===== config.mk =====
export PLATFORM = sky130hd
export DESIGN_NAME = uart_tx_arbiter_flat
export DESIGN_NICKNAME = d
export VERILOG_FILES = /design/src/rtl/uart_tx_arbiter_if.sv /design/src/rtl/uart_tx_arbiter.sv /design/src/flat_wrapper.sv
export SDC_FILE = /design/constraint.sdc
export NUM_CORES = 1
export LEC_CHECK = 0
export ABC_AREA = 1
export BUFFER_PORTS_ARGS = -buffer_cell sky130_fd_sc_hd__buf_4
export CORE_ASPECT_RATIO = 0.6
export CORE_MARGIN = 3
export CORE_UTILIZATION = 52
export CTS_CLUSTER_DIAMETER = 40
export CTS_CLUSTER_SIZE = 10
export DETAILED_ROUTE_END_ITERATION = 16
export PLACE_DENSITY = 0.8
export SETUP_SLACK_MARGIN = 0.1
export SYNTH_ARGS = -nofsm -noshare
export SYNTH_HDL_FRONTEND = slang
export SYNTH_SLANG_ARGS = --single-unit

===== constraint.sdc =====
create_clock -name clk -period 1.8 [get_ports clk]
set_clock_uncertainty 0.15 [all_clocks]
set_input_delay 0.18 -clock clk [delete_from_list [all_inputs] [get_ports clk]]
set_output_delay 0.18 -clock clk [all_outputs]
set_load 0.01 [all_outputs]

===== src/rtl/uart_tx_arbiter_if.sv =====
// Requester and transmitter-side signals of the shared UART arbiter.
// The arbiter uses the slave modport; producers and the uart_tx side use the master modport.
interface uart_tx_arbiter_if #(
  parameter int NREQ = 2
);
  localparam int GW = (NREQ > 1) ? $clog2(NREQ) : 1;

  logic [NREQ-1:0]      req;
  logic [32*NREQ-1:0]   req_data;
  logic [2*NREQ-1:0]    req_len;
  logic [NREQ-1:0]      ack;
  logic [GW-1:0]        grant_id;
  logic                 busy;
  logic [7:0]           tx_sdata;
  logic                 tx_start;
  logic                 tx_busy;

  modport slave (
    input  req, req_data, req_len, tx_busy,
    output ack, grant_id, busy, tx_sdata, tx_start
  );

  modport master (
    output req, req_data, req_len, tx_busy,
    input  ack, grant_id, busy, tx_sdata, tx_start
  );
endinterface


===== src/rtl/uart_tx_arbiter.sv =====
// Round-robin arbiter sharing one uart_tx between NREQ requesters.
// Each granted 1-4 byte word is sent LSB first, and the owner gets an ack when its last byte has left.
module uart_tx_arbiter #(
  parameter int NREQ = 2
) (
  input  logic              clk,
  input  logic              rstn,
  uart_tx_arbiter_if.slave  bus
);
  localparam int GW = (NREQ > 1) ? $clog2(NREQ) : 1;

  typedef enum logic [1:0] {IDLE, SEND, WAIT_HI, WAIT_LO} state_e;

  state_e            state_q, state_d;
  logic [NREQ-1:0]   ack_q, ack_d;
  logic [GW-1:0]     grant_q, grant_d;
  logic [GW-1:0]     last_q, last_d;
  logic              busy_q, busy_d;
  logic [7:0]        sdata_q, sdata_d;
  logic              start_q, start_d;
  logic [31:0]       buf_q, buf_d;
  logic [1:0]        cnt_q, cnt_d;

  logic [GW-1:0]     win;
  int                pick_idx;
  logic              go;

  // Scan from lowest to highest priority so the last hit is the first index after last_q.
  always_comb begin
    win      = last_q;
    pick_idx = 0;
    for (int k = NREQ; k >= 1; k--) begin
      pick_idx = int'(last_q) + k;
      if (pick_idx >= NREQ) pick_idx = pick_idx - NREQ;
      if (bus.req[pick_idx]) win = GW'(pick_idx);
    end
  end

  assign go = (state_q == IDLE) && (|bus.req) && !bus.tx_busy;

  always_ff @(posedge clk) begin
    if (!rstn) begin
      state_q <= IDLE;
      ack_q   <= '0;
      grant_q <= '0;
      last_q  <= GW'(NREQ - 1);
      busy_q  <= 1'b0;
      sdata_q <= '0;
      start_q <= 1'b0;
      buf_q   <= '0;
      cnt_q   <= '0;
    end else begin
      state_q <= state_d;
      ack_q   <= ack_d;
      grant_q <= grant_d;
      last_q  <= last_d;
      busy_q  <= busy_d;
      sdata_q <= sdata_d;
      start_q <= start_d;
      buf_q   <= buf_d;
      cnt_q   <= cnt_d;
    end
  end

  always_comb begin
    state_d = state_q;
    case (state_q)
      IDLE:    if (go) state_d = SEND;
      SEND:    state_d = WAIT_HI;
      WAIT_HI: if (bus.tx_busy) state_d = WAIT_LO;
      WAIT_LO: if (!bus.tx_busy) state_d = (cnt_q != 2'd0) ? SEND : IDLE;
      default: state_d = IDLE;
    endcase
  end

  always_comb begin
    ack_d   = '0;
    start_d = 1'b0;
    grant_d = grant_q;
    last_d  = last_q;
    busy_d  = busy_q;
    sdata_d = sdata_q;
    buf_d   = buf_q;
    cnt_d   = cnt_q;
    case (state_q)
      IDLE: begin
        if (go) begin
          grant_d = win;
          last_d  = win;
          busy_d  = 1'b1;
          buf_d   = bus.req_data[32*win +: 32];
          cnt_d   = bus.req_len[2*win +: 2];
          sdata_d = bus.req_data[32*win +: 8];
          start_d = 1'b1;
        end
      end
      WAIT_LO: begin
        if (!bus.tx_busy) begin
          if (cnt_q != 2'd0) begin
            cnt_d   = cnt_q - 2'd1;
            buf_d   = buf_q >> 8;
            sdata_d = buf_q[15:8];
            start_d = 1'b1;
          end else begin
            ack_d[grant_q] = 1'b1;
            busy_d         = 1'b0;
          end
        end
      end
      default: ;
    endcase
  end

  assign bus.ack      = ack_q;
  assign bus.grant_id = grant_q;
  assign bus.busy     = busy_q;
  assign bus.tx_sdata = sdata_q;
  assign bus.tx_start = start_q;
endmodule


===== src/flat_wrapper.sv =====
// flat-port wrapper written by rule: the top's interface ports become plain ports
module uart_tx_arbiter_flat 
#(
  parameter int NREQ = 2
)
  (clk, rstn, bus_req, bus_req_data, bus_req_len, bus_tx_busy, bus_ack, bus_grant_id, bus_busy, bus_tx_sdata, bus_tx_start);
  uart_tx_arbiter_if #(.NREQ(NREQ)) bus_i ();
  input  logic clk;
  input  logic rstn;
  input wire logic [$bits(bus_i.req)-1:0] bus_req;
  input wire logic [$bits(bus_i.req_data)-1:0] bus_req_data;
  input wire logic [$bits(bus_i.req_len)-1:0] bus_req_len;
  input wire logic [$bits(bus_i.tx_busy)-1:0] bus_tx_busy;
  output wire logic [$bits(bus_i.ack)-1:0] bus_ack;
  output wire logic [$bits(bus_i.grant_id)-1:0] bus_grant_id;
  output wire logic [$bits(bus_i.busy)-1:0] bus_busy;
  output wire logic [$bits(bus_i.tx_sdata)-1:0] bus_tx_sdata;
  output wire logic [$bits(bus_i.tx_start)-1:0] bus_tx_start;
  assign bus_i.req = bus_req;
  assign bus_i.req_data = bus_req_data;
  assign bus_i.req_len = bus_req_len;
  assign bus_i.tx_busy = bus_tx_busy;
  assign bus_ack = bus_i.ack;
  assign bus_grant_id = bus_i.grant_id;
  assign bus_busy = bus_i.busy;
  assign bus_tx_sdata = bus_i.tx_sdata;
  assign bus_tx_start = bus_i.tx_start;
  uart_tx_arbiter #(.NREQ(NREQ)) u_core (.clk(clk), .rstn(rstn), .bus(bus_i));
endmodule

* After elaboration in Yosys (flattened, before gate mapping)
Cells that the tools add are included. W data, S select, Z words.
Storage, ports and cells: input port bits 73, logic and storage cells 83, flip-flop bits (word level) 50, output and inout bits 13
Operators by class: reductions and logical operators 13, $add $sub $neg 5, shift-type cells 3, bitwise logic cells 2, equality and inequality tests 8, muxes and demuxes 37, magnitude comparators 6
Operator list (count):
- $mux W32 | 5
- $ge A32 B3 Y1 const B | 2
- $lt A32 B3 Y1 const B | 2
- $pmux W32 S2 | 1
- $shiftx A64 B7 Y32 | 1
- $shiftx A64 B7 Y8 | 1
- $sub A32 B3 Y32 const B | 2
- $mux W8 | 3
- $mux W1 | 16
- $pmux W8 S2 | 1
- $mux W2 | 6
- $pmux W2 S4 | 1
- $reduce_and A4 Y1 | 2
- $ne A2 B2 Y1 const B | 3
- $eq A2 B2 Y1 const B | 2
- $ne A2 B1 Y1 const B | 2
- $pmux W1 S2 | 2
- $pmux W2 S2 | 1
- $reduce_bool A2 Y1 | 2
- $reduce_or A4 Y1 | 1
- $shiftx A4 B3 Y2 | 1
- $add A1 B2 Y3 const B | 1
- $logic_and A1 B1 Y1 | 3
- $reduce_and A3 Y1 | 1
- 11 further kinds | 12

* Logic depth before layout (Yosys ltp)
Gate-level depths: netlist of run 1.
word-level depth 11, gate-level depth with buffers 10, gate-level depth less buffers 9

* Worst setup path after synthesis of run 1
No wires, ideal clock.
path type flip-flop to flip-flop, start point reg u_core.state_q[0], end point reg u_core.buf_q[10], clock period less this slack 1.623 ns, setup slack 0.177 ns, arrival time 1.361 ns, data required time 1.538 ns, path buffers 1, setup time 0.112 ns, cell stages (with the launch flop) 10, cells stage by stage dfxtp_1 > inv_1 > ha_1 > inv_1 > nand2_2 > nor2_8 > nand2_4 > buf_2 > nor2_1 > nor2_1
Between the ends: word-level cells in the longest chain between the ends 5, elaborated cells on any way between the ends 10, those cells by class eq/ne: 4; mux: 1; reduce/logical: 5
RTL lines:
- from (decl) | line uart_tx_arbiter.sv:14 | state_e state_q, state_d;
- from (signal assigned) | line uart_tx_arbiter.sv:53 | state_q <= state_d;
- $logic_not A2 Y1 | line uart_tx_arbiter.sv:39, uart_tx_arbiter.sv:85
- $logic_and A1 B1 Y1 (2 in a row) | line uart_tx_arbiter.sv:39 | assign go = (state_q == IDLE) && (|bus.req) && !bus.tx_busy;
- $ne A2 B1 Y1 (no source line)
- $reduce_and A4 Y1 (no source line)
- to (signal assigned) | line uart_tx_arbiter.sv:60 | buf_q <= buf_d;
- to (decl) | line uart_tx_arbiter.sv:21 | logic [31:0] buf_q, buf_d;
Several ways; a longest one is shown, not always the timed one. A chain may end at the register's enable or synchronous reset.

* Final worst setup path of run 1
start point reg u_core.state_q[1], end point reg u_core.buf_q[20]
Same word-level chain as after synthesis.

==> parameters.txt, run 1 <==
Parameter                              Value

Yosys
  Post-synthesis sequential area ratio ... 0.2903
  Synthesized area per cell ... 5.781 um^2
  Top post-synthesis cells by area ... sky130_fd_sc_hd__dfxtp_1, sky130_fd_sc_hd__nand2_1, sky130_fd_sc_hd__inv_1, sky130_fd_sc_hd__nor2_1, sky130_fd_sc_hd__nand3_1
  Ys Warns ... 0
  Most used DFF post-synth ... sky130_fd_sc_hd__dfxtp_1
  Most numerous cell in the Yosys netlist ... sky130_fd_sc_hd__nand2_1
  Syn Inst Count ... 501
  Post-synthesis cell type with the largest combined area ... sky130_fd_sc_hd__dfxtp_1
  Count of flip-flops with a built-in enable after synthesis ... 0
  Synth Net Count ... 579
  Number of flip-flops and latches in the synthesized netlist ... 42
  Number of library cell types mapped by synthesis ... 26
  Fraction of post-synthesis cell area in the top cell type by area ... 0.2903
  Post-synthesis instance area ... 0.002897 mm^2
  Ranking of synthesized cells by instance count ... sky130_fd_sc_hd__nand2_1, sky130_fd_sc_hd__inv_1, sky130_fd_sc_hd__nor2_1
  Proportion of synthesized flip-flops having asynchronous set or reset ... 0

Pwr
  Clock power frac ... 0.097
  Switch share ... 0.4441
  Switching power ... 2974 uW
  Register share of total power ... 0.235
  Power density over the cells ... 1690 mW/mm^2
  Leakage power of the design ... 0.002265 uW
  Combinational share of power ... 0.668
  Power consumption ... 6698 uW
  Pint ... 3724 uW
  Worst VDD drop ... 0.8649 mV

Clock tree
  Clock root buffer master ... sky130_fd_sc_hd__clkbuf_8
  CTS Sinks ... 42
  Clock transition at the registers of the reported paths ... 0.08 ns
  Clock insertion delay at the later pin of the skew report ... 0.30 ns
  CTS Buffer Depth ... 2
  Number of buffers created by CTS ... 5
  Maximum level of the CTS H-tree ... 2
  Clock tree from TritonCTS ... built

Finish
  Growth of design area from synthesis to finish ... 36.80%
  Antenna Diode Count ... 0
  Final #Nets ... 670
  Proportion of layout cells with a drive suffix above 1 ... 0.2985

STA
  Final-report setup violation count ... 0
  Number of failing hold endpoints at the final stage ... 0
  Final total negative setup slack ... 0 ns
  Max-slew violations ... 0
  Setup repair after global routing missed its margin ... true
  Slew HR ... 0.7405
  Final worst path period share ... 0.9598
  Post-route minimum period ... 1.728 ns
  Achievable frequency ... 578.8 MHz
  Pin slew with the least headroom to its limit ... 0.3882 ns

Drt
  Wire length per cell ... 12.24 um
  Routed wire length ... 8066 um
  Count of nets left with antenna violations after detail routing ... 0
  DRC violation count after routing ... 0
  Ratio of routed vias to standard cells ... 4.803
  Number of detailed-route iterations in the first pass ... 5
  Vias after detailed routing ... 3165
  1st-iter DRT viols ... 173

Global route
  All-Layer GR Usage ... 0.2271
  Wire length of the first global-routing pass ... 12050 um
  Vias in the first global route ... 2788
  Global-route congestion overflow total ... 0
  Pin count of the biggest net entering global routing ... 29
  Antenna violations before repair ... 0

Min path
  Worst Hold Endpoint ... u_core.bus.grant_id$_SDFFE_PN0P_
  Worst hold path startpoint ... bus_tx_busy
  Hold path depth ... 3
  Type of the tightest min-delay check ... in2reg

Floorplan
  Initial standard-cell utilization of the core ... 0.5565
  Die H ... 63.81 um
  Width of the die ... 102.4 um
  Total Die Area ... 0.006531 mm^2
  Row count ... 20
  Boundary Pins ... 86
  Core area ... 0.005205 mm^2

Setup path
  End of the worst register-to-register path ... u_core.buf_q[20]$_SDFFE_PN0P_
  Type of destination of the critical path ... flip-flop
  Classification of the worst setup path ... reg2reg
  WP data required ... 1.89 ns
  Path depth of the worst reg2reg path ... 10
  Kind of start point of the critical path ... flip-flop
  Critical Path Source ... u_core.state_q[1]$_SDFFE_PN0P_
  Arr. time, crit path ... 1.81 ns
  Critical path peak fanout ... 8
  Worst reg-to-reg setup slack ... 0.07 ns
  Reg-to-reg critical path startpoint ... u_core.state_q[1]$_SDFFE_PN0P_

Run status
  Outcome ... complete, no violations

Placed design
  Quantity of I/O buffers inserted on ports ... 85
  Detail Placement HPWL ... 5403 um
  Last weighted congestion value of the routability-driven placer ... 0.8340

Run
  Maxcap violations ... 0
[worst max-delay path, stage by stage, from the launching register on]
cell	delay, ns
sky130_fd_sc_hd__dfxtp_2	0.36
sky130_fd_sc_hd__inv_2	0.06
sky130_fd_sc_hd__ha_4	0.25
sky130_fd_sc_hd__inv_4	0.06
sky130_fd_sc_hd__nand2_4	0.07
sky130_fd_sc_hd__nor2_8	0.16
sky130_fd_sc_hd__nand2_8	0.13
sky130_fd_sc_hd__buf_4	0.20
sky130_fd_sc_hd__nand2_1	0.06
sky130_fd_sc_hd__nand2_1	0.05
sky130_fd_sc_hd__nor2_1	0.12
[state kept, by name, indices dropped and copies added (netlist names)]
signal and count:
u_core.state_q 2, u_core.bus.ack 2, u_core.cnt_q 2, u_core.buf_q 32, u_core.last_q 1, u_core.bus.busy 1, u_core.bus.tx_start 1, u_core.bus.grant_id 1
[area by class of cell]
type | count | area [um^2]
Clock inverter | 1 | 5.005
Sequential cell | 42 | 843.3
Timing Repair Buffer | 110 | 944.7
Multi-Input combinational cell | 335 | 1628
Fill cell | 410 | 1242
Tap cell | 66 | 82.58
Inverter | 98 | 372.9
Clock buffer | 7 | 86.33
[cells by family (layout without fill, tap and decap cells)]
family	Yosys count	count (layout)	share of synthesized area
buf+inv	125	216	0.1961
flops	42	42	0.2903
simple gates	313	314	0.4536
fa+ha+maj	5	5	0.02160
compound gates	16	16	0.03845
[metrics by stage]
step | utilization | cells | hold WS (ns) | instance area [um^2] | worst slack (ns)
floorplan | - | 501 | 0.2293 | 2897 | 0.1775
global placement | 0.6829 | 640 | 0.2993 | 3555 | 0.08967
detailed placement | 0.6829 | 640 | 0.2968 | 3555 | 0.0006261
CTS | 0.7132 | 650 | 0.07437 | 3712 | 0.1033
global route | 0.7613 | 659 | 0.1057 | 3963 | 0.02258
finish | 0.7613 | 659 | 0.09854 | 3963 | 0.07239
[power groups by stage]
stage / Combinational (uW) / Clock (uW) / Sequential, uW
finish: 4480 / 650 / 1570
global route: 4940 / 674 / 1620
CTS: 3440 / 649 / 1560
detailed placement: 3160 / 0 / 1570
global placement: 3040 / 0 / 1560
floorplan: 2440 / 0 / 1530
[metal layers]
layer	GRT usage	wire length, um	up-vias
met5	0	0	-
met1	0.3099	3630	1435
met4	0.04255	82	0
met3	0.03599	471	10
li1	-	-	1638
met2	0.3819	3882	82
[placed cells by master, fill, tap and decap left out, drive strengths merged]
cell type | Yosys | layout
nor2 | 82 | 82
o211ai | 1 | 1
nor3b | 1 | 1
nand3 | 46 | 46
o21bai | 1 | 1
clkinv | 1 | 2
a211oi | 1 | 1
dfxtp | 42 | 42
buf | 23 | 106
or2 | 2 | 2
nor3 | 1 | 1
ha | 5 | 5
nand2 | 181 | 182
clkbuf | 4 | 10
a21boi | 8 | 8
a21oi | 3 | 3
dlygate4sd3 | 0 | 1
inv | 97 | 97
o21ai | 2 | 2
[worst max path at each step]
| stage | endpoint | depth (start not counted) | slack (ns) |
|---|---|---|---|
| final | u_core.buf_q[20]$_SDFFE_PN0P_ | 10 | 0.07 |
| after global placement | u_core.buf_q[15]$_SDFFE_PN0P_ | 10 | 0.09 |
| after detailed placement | u_core.buf_q[13]$_SDFFE_PN0P_ | 10 | 0.0006 |
| after global routing | u_core.buf_q[20]$_SDFFE_PN0P_ | 10 | 0.02 |
| after floorplan | u_core.buf_q[10]$_SDFFE_PN0P_ | 9 | 0.18 |
| after CTS | u_core.cnt_q[1]$_SDFFE_PN0P_ | 10 | 0.10 |
[repair_timing]
action | in CTS | in global routing
pin swaps | 0 | 25
gates resized for setup | 7 | 46
hold endpoints to repair | 1 | 0
setup buffers | 0 | 5
cloned | 1 | 4
setup endpoints to repair | 31 | 31
hold buffers | 1 | 0
Power figures use the tool's default switching activity.
==> run 2, diff against run 1 <==
--- a/config.mk
+++ b/config.mk
@@ -5,16 +5,15 @@
 export SDC_FILE = /design/constraint.sdc
 export NUM_CORES = 1
 export LEC_CHECK = 0
-export ABC_AREA = 1
 export BUFFER_PORTS_ARGS = -buffer_cell sky130_fd_sc_hd__buf_4
 export CORE_ASPECT_RATIO = 0.6
 export CORE_MARGIN = 3
-export CORE_UTILIZATION = 52
+export CORE_UTILIZATION = 50
 export CTS_CLUSTER_DIAMETER = 40
 export CTS_CLUSTER_SIZE = 10
 export DETAILED_ROUTE_END_ITERATION = 16
 export PLACE_DENSITY = 0.8
-export SETUP_SLACK_MARGIN = 0.1
+export SETUP_SLACK_MARGIN = 0.2
 export SYNTH_ARGS = -nofsm -noshare
 export SYNTH_HDL_FRONTEND = slang
 export SYNTH_SLANG_ARGS = --single-unit
==> run 2 against run 1 <==
Combinational power fell by 9.8%. First-iteration DRC count rose by 150%. Largest cell class unchanged. The flow now finishes with violations (hold timing, setup timing). Sequential share of layout area rose by 1.5 points. Clock power rose by 1%. Die area fell by 12%. Register-to-register slack got worse by 0.099 ns. Sequential power rose by 8%.
==> parameters.txt, run 2 <==
Parameter                              Value

Global route
  Global-route congestion overflow total ... 0 (unchanged)
  All-Layer GR Usage ... 0.2823 (+0.05517)
  Antenna violations before repair ... 0 (unchanged)
  Pin count of the biggest net entering global routing ... 32 (+10%)
  Vias in the first global route ... 2453 (-12%)
  Wire length of the first global-routing pass ... 12410 um (+2.9%)

Yosys
  Ranking of synthesized cells by instance count ... sky130_fd_sc_hd__dfxtp_1, sky130_fd_sc_hd__a211oi_1, sky130_fd_sc_hd__o211ai_1
  Number of flip-flops and latches in the synthesized netlist ... 42 (unchanged)
  Syn Inst Count ... 272 (-46%)
  Most used DFF post-synth ... sky130_fd_sc_hd__dfxtp_1
  Proportion of synthesized flip-flops having asynchronous set or reset ... 0 (unchanged)
  Count of flip-flops with a built-in enable after synthesis ... 0 (unchanged)
  Fraction of post-synthesis cell area in the top cell type by area ... 0.3459 (+0.05558)
  Post-synthesis cell type with the largest combined area ... sky130_fd_sc_hd__dfxtp_1
  Ys Warns ... 0 (unchanged)
  Number of library cell types mapped by synthesis ... 40 (+54%)
  Top post-synthesis cells by area ... sky130_fd_sc_hd__dfxtp_1, sky130_fd_sc_hd__o2111ai_1, sky130_fd_sc_hd__a211oi_1, sky130_fd_sc_hd__o211ai_1, sky130_fd_sc_hd__and3_1
  Post-synthesis share of cell area spent on and, or, nand and nor gates ... 0.1173 (-0.3362)
  Post-Synth XOR/XNOR Area ... 0 (unchanged)
  Adder-cell share of the synthesized area ... 0.02573 (+0.004135)
  Synth Net Count ... 350 (-40%)
  Synthesized area per cell ... 8.938 um^2 (+55%)
  Post-synthesis sequential area ratio ... 0.3459 (+0.05558)
  Multiplexer share of the synthesized area ... 0.03294 (+0.03294)
  Most numerous cell in the Yosys netlist ... sky130_fd_sc_hd__dfxtp_1
  Largest family of logic cells by synthesized area ... compound AO/OA/AOI/OAI gates
  Post-synthesis instance area ... 0.002431 mm^2 (-16%)
  Post-synthesis compound-gate area fraction ... 0.3762 (+0.3378)

Setup path
  WP data required ... 1.87 ns (-0.02 ns)
  Arr. time, crit path ... 1.89 ns (+0.08 ns)
  Type of destination of the critical path ... flip-flop
  Critical path peak fanout ... 7 (-1)
  Slowest stage cell, crit path ... sky130_fd_sc_hd__dfxtp_4
  Series of cell instances along the critical path ... inv_4 -> ha_4 -> a21oi_4 -> o21a_4 -> buf_6 -> clkbuf_16 -> o2111ai_1 -> o21ai_1
  Biggest cell delay along the critical path ... 0.40 ns (+0.04 ns)
  Classification of the worst setup path ... reg2reg
  Kind of start point of the critical path ... flip-flop

Pwr
  Switch share ... 0.4358 (-0.008282)
  Combinational share of power ... 0.632 (-0.036)
  Clock power frac ... 0.103 (+0.006)
  Pint ... 3603 uW (-3.2%)
  Register share of total power ... 0.265 (+0.030)
  Switching power ... 2783 uW (-6.4%)
  Power density over the cells ... 1716 mW/mm^2 (+1.5%)
  Power consumption ... 6386 uW (-4.7%)
  Leakage power of the design ... 0.001515 uW (-33%)
  Worst VDD drop ... 0.8702 mV (+0.61%)

Clock tree
  CTS Buffer Depth ... 2 (unchanged)
  Clock transition at the registers of the reported paths ... 0.08 ns (about the same)
  Maximum level of the CTS H-tree ... 2 (unchanged)
  Number of buffers created by CTS ... 5 (unchanged)
  Clock root buffer master ... sky130_fd_sc_hd__clkbuf_8
  Clock tree from TritonCTS ... built
  Clock insertion delay at the later pin of the skew report ... 0.30 ns (about the same)
  CTS Sinks ... 42 (unchanged)

Placed design
  Last weighted congestion value of the routability-driven placer ... 0.8289 (-0.61%)
  Total placed cells including tap cells ... 402 (-37%)
  Detail Placement HPWL ... 5166 um (-4.4%)
  Quantity of I/O buffers inserted on ports ... 85 (unchanged)

STA
  Pin slew with the least headroom to its limit ... 0.4039 ns (+0.01573 ns)
  Number of failing hold endpoints at the final stage ... 6 (+6)
  Post-route worst setup slack ... -0.02617 ns (-0.09856 ns)
  Final-report setup violation count ... 1 (+1)
  Final worst path period share ... 1.015 (+0.05476)
  Post-route minimum period ... 1.826 ns (+0.09856 ns)
  Slew HR ... 0.7291 (-0.01142)
  Final hold slack ... -0.01369 ns (-0.1122 ns)
  Achievable frequency ... 547.6 MHz (-5.4%)
  Setup repair after global routing missed its margin ... true
  Max-slew violations ... 0 (unchanged)
  Final total negative setup slack ... -0.02617 ns (-0.02617 ns)

Run
  Maxcap violations ... 0 (unchanged)

Floorplan
  Row count ... 18 (-10%)
  Boundary Pins ... 86 (unchanged)
  Total Die Area ... 0.005762 mm^2 (-12%)
  Initial standard-cell utilization of the core ... 0.5536 (-0.002929)
  Die H ... 60.01 um (-6.0%)
  Width of the die ... 96.02 um (-6.2%)
  Core area ... 0.004392 mm^2 (-16%)

Drt
  Vias after detailed routing ... 2850 (-10%)
  Routed wire length ... 9600 um (+19%)
  Count of nets left with antenna violations after detail routing ... 0 (unchanged)
  Ratio of routed vias to standard cells ... 6.690 (+39%)
  1st-iter DRT viols ... 429 (+150%)
  Number of detailed-route iterations in the first pass ... 5 (unchanged)
  Wire length per cell ... 22.54 um (+84%)
  DRC violation count after routing ... 0 (unchanged)

Finish
  Post-route non-filler standard cell count ... 426 (-35%)
  Max reg flops ... 32 (unchanged)
  Number of inserted filler cells in the final layout ... 232 (-43%)
  Proportion of layout cells with a drive suffix above 1 ... 0.4863 (+0.1879)
  Antenna Diode Count ... 0 (unchanged)
  Largest register by flop count ... u_core.buf_q
  Final #Nets ... 443 (-34%)
  Most frequent cells in the layout ... sky130_fd_sc_hd__buf_4, sky130_fd_sc_hd__dfxtp_1, sky130_fd_sc_hd__o211ai_1
  Most common library cell in the layout ignoring fill and taps ... sky130_fd_sc_hd__buf_4
  Growth of design area from synthesis to finish ... 53.11%
  Final core area utilization ... 0.8476 (+0.08628)

Min path
  Type of the tightest min-delay check ... in2reg

Run status
  Failing checks ... hold timing, setup timing
  Outcome ... complete, but fails checks
[run 2: cell types whose count changed in the layout (fill, tap and decap cells not counted), moves of 20 or more]
cell | previous run | this run
sky130_fd_sc_hd__nand2_1 | 150 | 7
sky130_fd_sc_hd__inv_1 | 92 | 2
sky130_fd_sc_hd__nor2_1 | 66 | 4
sky130_fd_sc_hd__nand3_1 | 45 | 1
sky130_fd_sc_hd__nand2_2 | 27 | 1
sky130_fd_sc_hd__and3_1 | 0 | 25
sky130_fd_sc_hd__o211ai_1 | 1 | 26
sky130_fd_sc_hd__o21ai_1 | 0 | 25
sky130_fd_sc_hd__a211oi_1 | 1 | 21
[run 2: worst paths after layout]
kind | startpoint | endpoint | slack [ns] | cells after the start
max | u_core.state_q[1]$_SDFFE_PN0P_ | u_core.buf_q[15]$_SDFFE_PN0P_ | -0.03 | 8
min | bus_tx_busy | u_core.bus.ack[1]$_SDFF_PP0_ | -0.01 | 2
max reg2reg | u_core.state_q[1]$_SDFFE_PN0P_ | u_core.buf_q[15]$_SDFFE_PN0P_ | -0.03 | 8
min reg2reg | u_core.buf_q[29]$_SDFFE_PN0P_ | u_core.buf_q[29]$_SDFFE_PN0P_ | 0.33 | 1
[run 2: power by group through the flow]
stage / Combinational (uW) / Clock, uW / Sequential [uW]
after floorplan: 1690 / 0 / 1500
after global placement: 2360 / 0 / 1570
after detailed placement: 2420 / 0 / 1570
after CTS: 3150 / 645 / 1600
after global routing: 4190 / 703 / 1700
final: 4040 / 659 / 1690
[run 2: worst max-delay path: cells and delay by family (launching register included)]
family          cells  cell delay (ns)
compound gates      4             0.70
flops               1             0.40
fa+ha+maj           1             0.17
buf+inv             3             0.34
[run 2: routing by layer]
layer | routed length (um) | share of wire | global-route usage | up-vias
met3 | 1186 | 0.12 | 0.06541 | 51
met1 | 3894 | 0.41 | 0.3969 | 1294
li1 | - | - | - | 1259
met2 | 4099 | 0.43 | 0.4416 | 246
met5 | 0 | 0 | 0 | -
met4 | 419 | 0.044 | 0.06275 | 0
[run 2: what timing repair did]
item / in CTS / in global routing
setup endpoints to repair: 40 / 39
gates resized for setup: 38 / 32
pin swaps: 7 / 20
hold endpoints to repair: 3 / 3
buffers inserted: 6 / 6
gates cloned: 2 / 2
[run 2: cell families (layout without fill, tap and decap cells)]
family	after synthesis	count (layout)
DFF	42	42
and+or+nand+nor	49	50
buffers and inverters	44	137
AOI/OAI and AO/OA	124	124
adders and majority gates	5	5
muxes	8	8
[run 2: area by class of cell]
class | instances | area [um^2] | area share
clock buffer | 6 | 82.58 | 0.02218
clock inverter | 2 | 12.51 | 0.003361
inverter | 7 | 37.54 | 0.01008
multi-input combinational | 187 | 1612 | 0.4329
sequential | 42 | 848.3 | 0.2279
tap | 60 | 75.07 | 0.02017
timing repair buffer | 122 | 1055 | 0.2834
[run 2: through the flow]
| stage | worst slack (ns) | instance area, um^2 |
|---|---|---|
| floorplan | 0.1958 | 2437 |
| global placement | 0.05993 | 3129 |
| detailed placement | -0.05294 | 3129 |
| CTS | 0.1648 | 3471 |
| global route | -0.007766 | 3722 |
| finish | -0.02617 | 3722 |
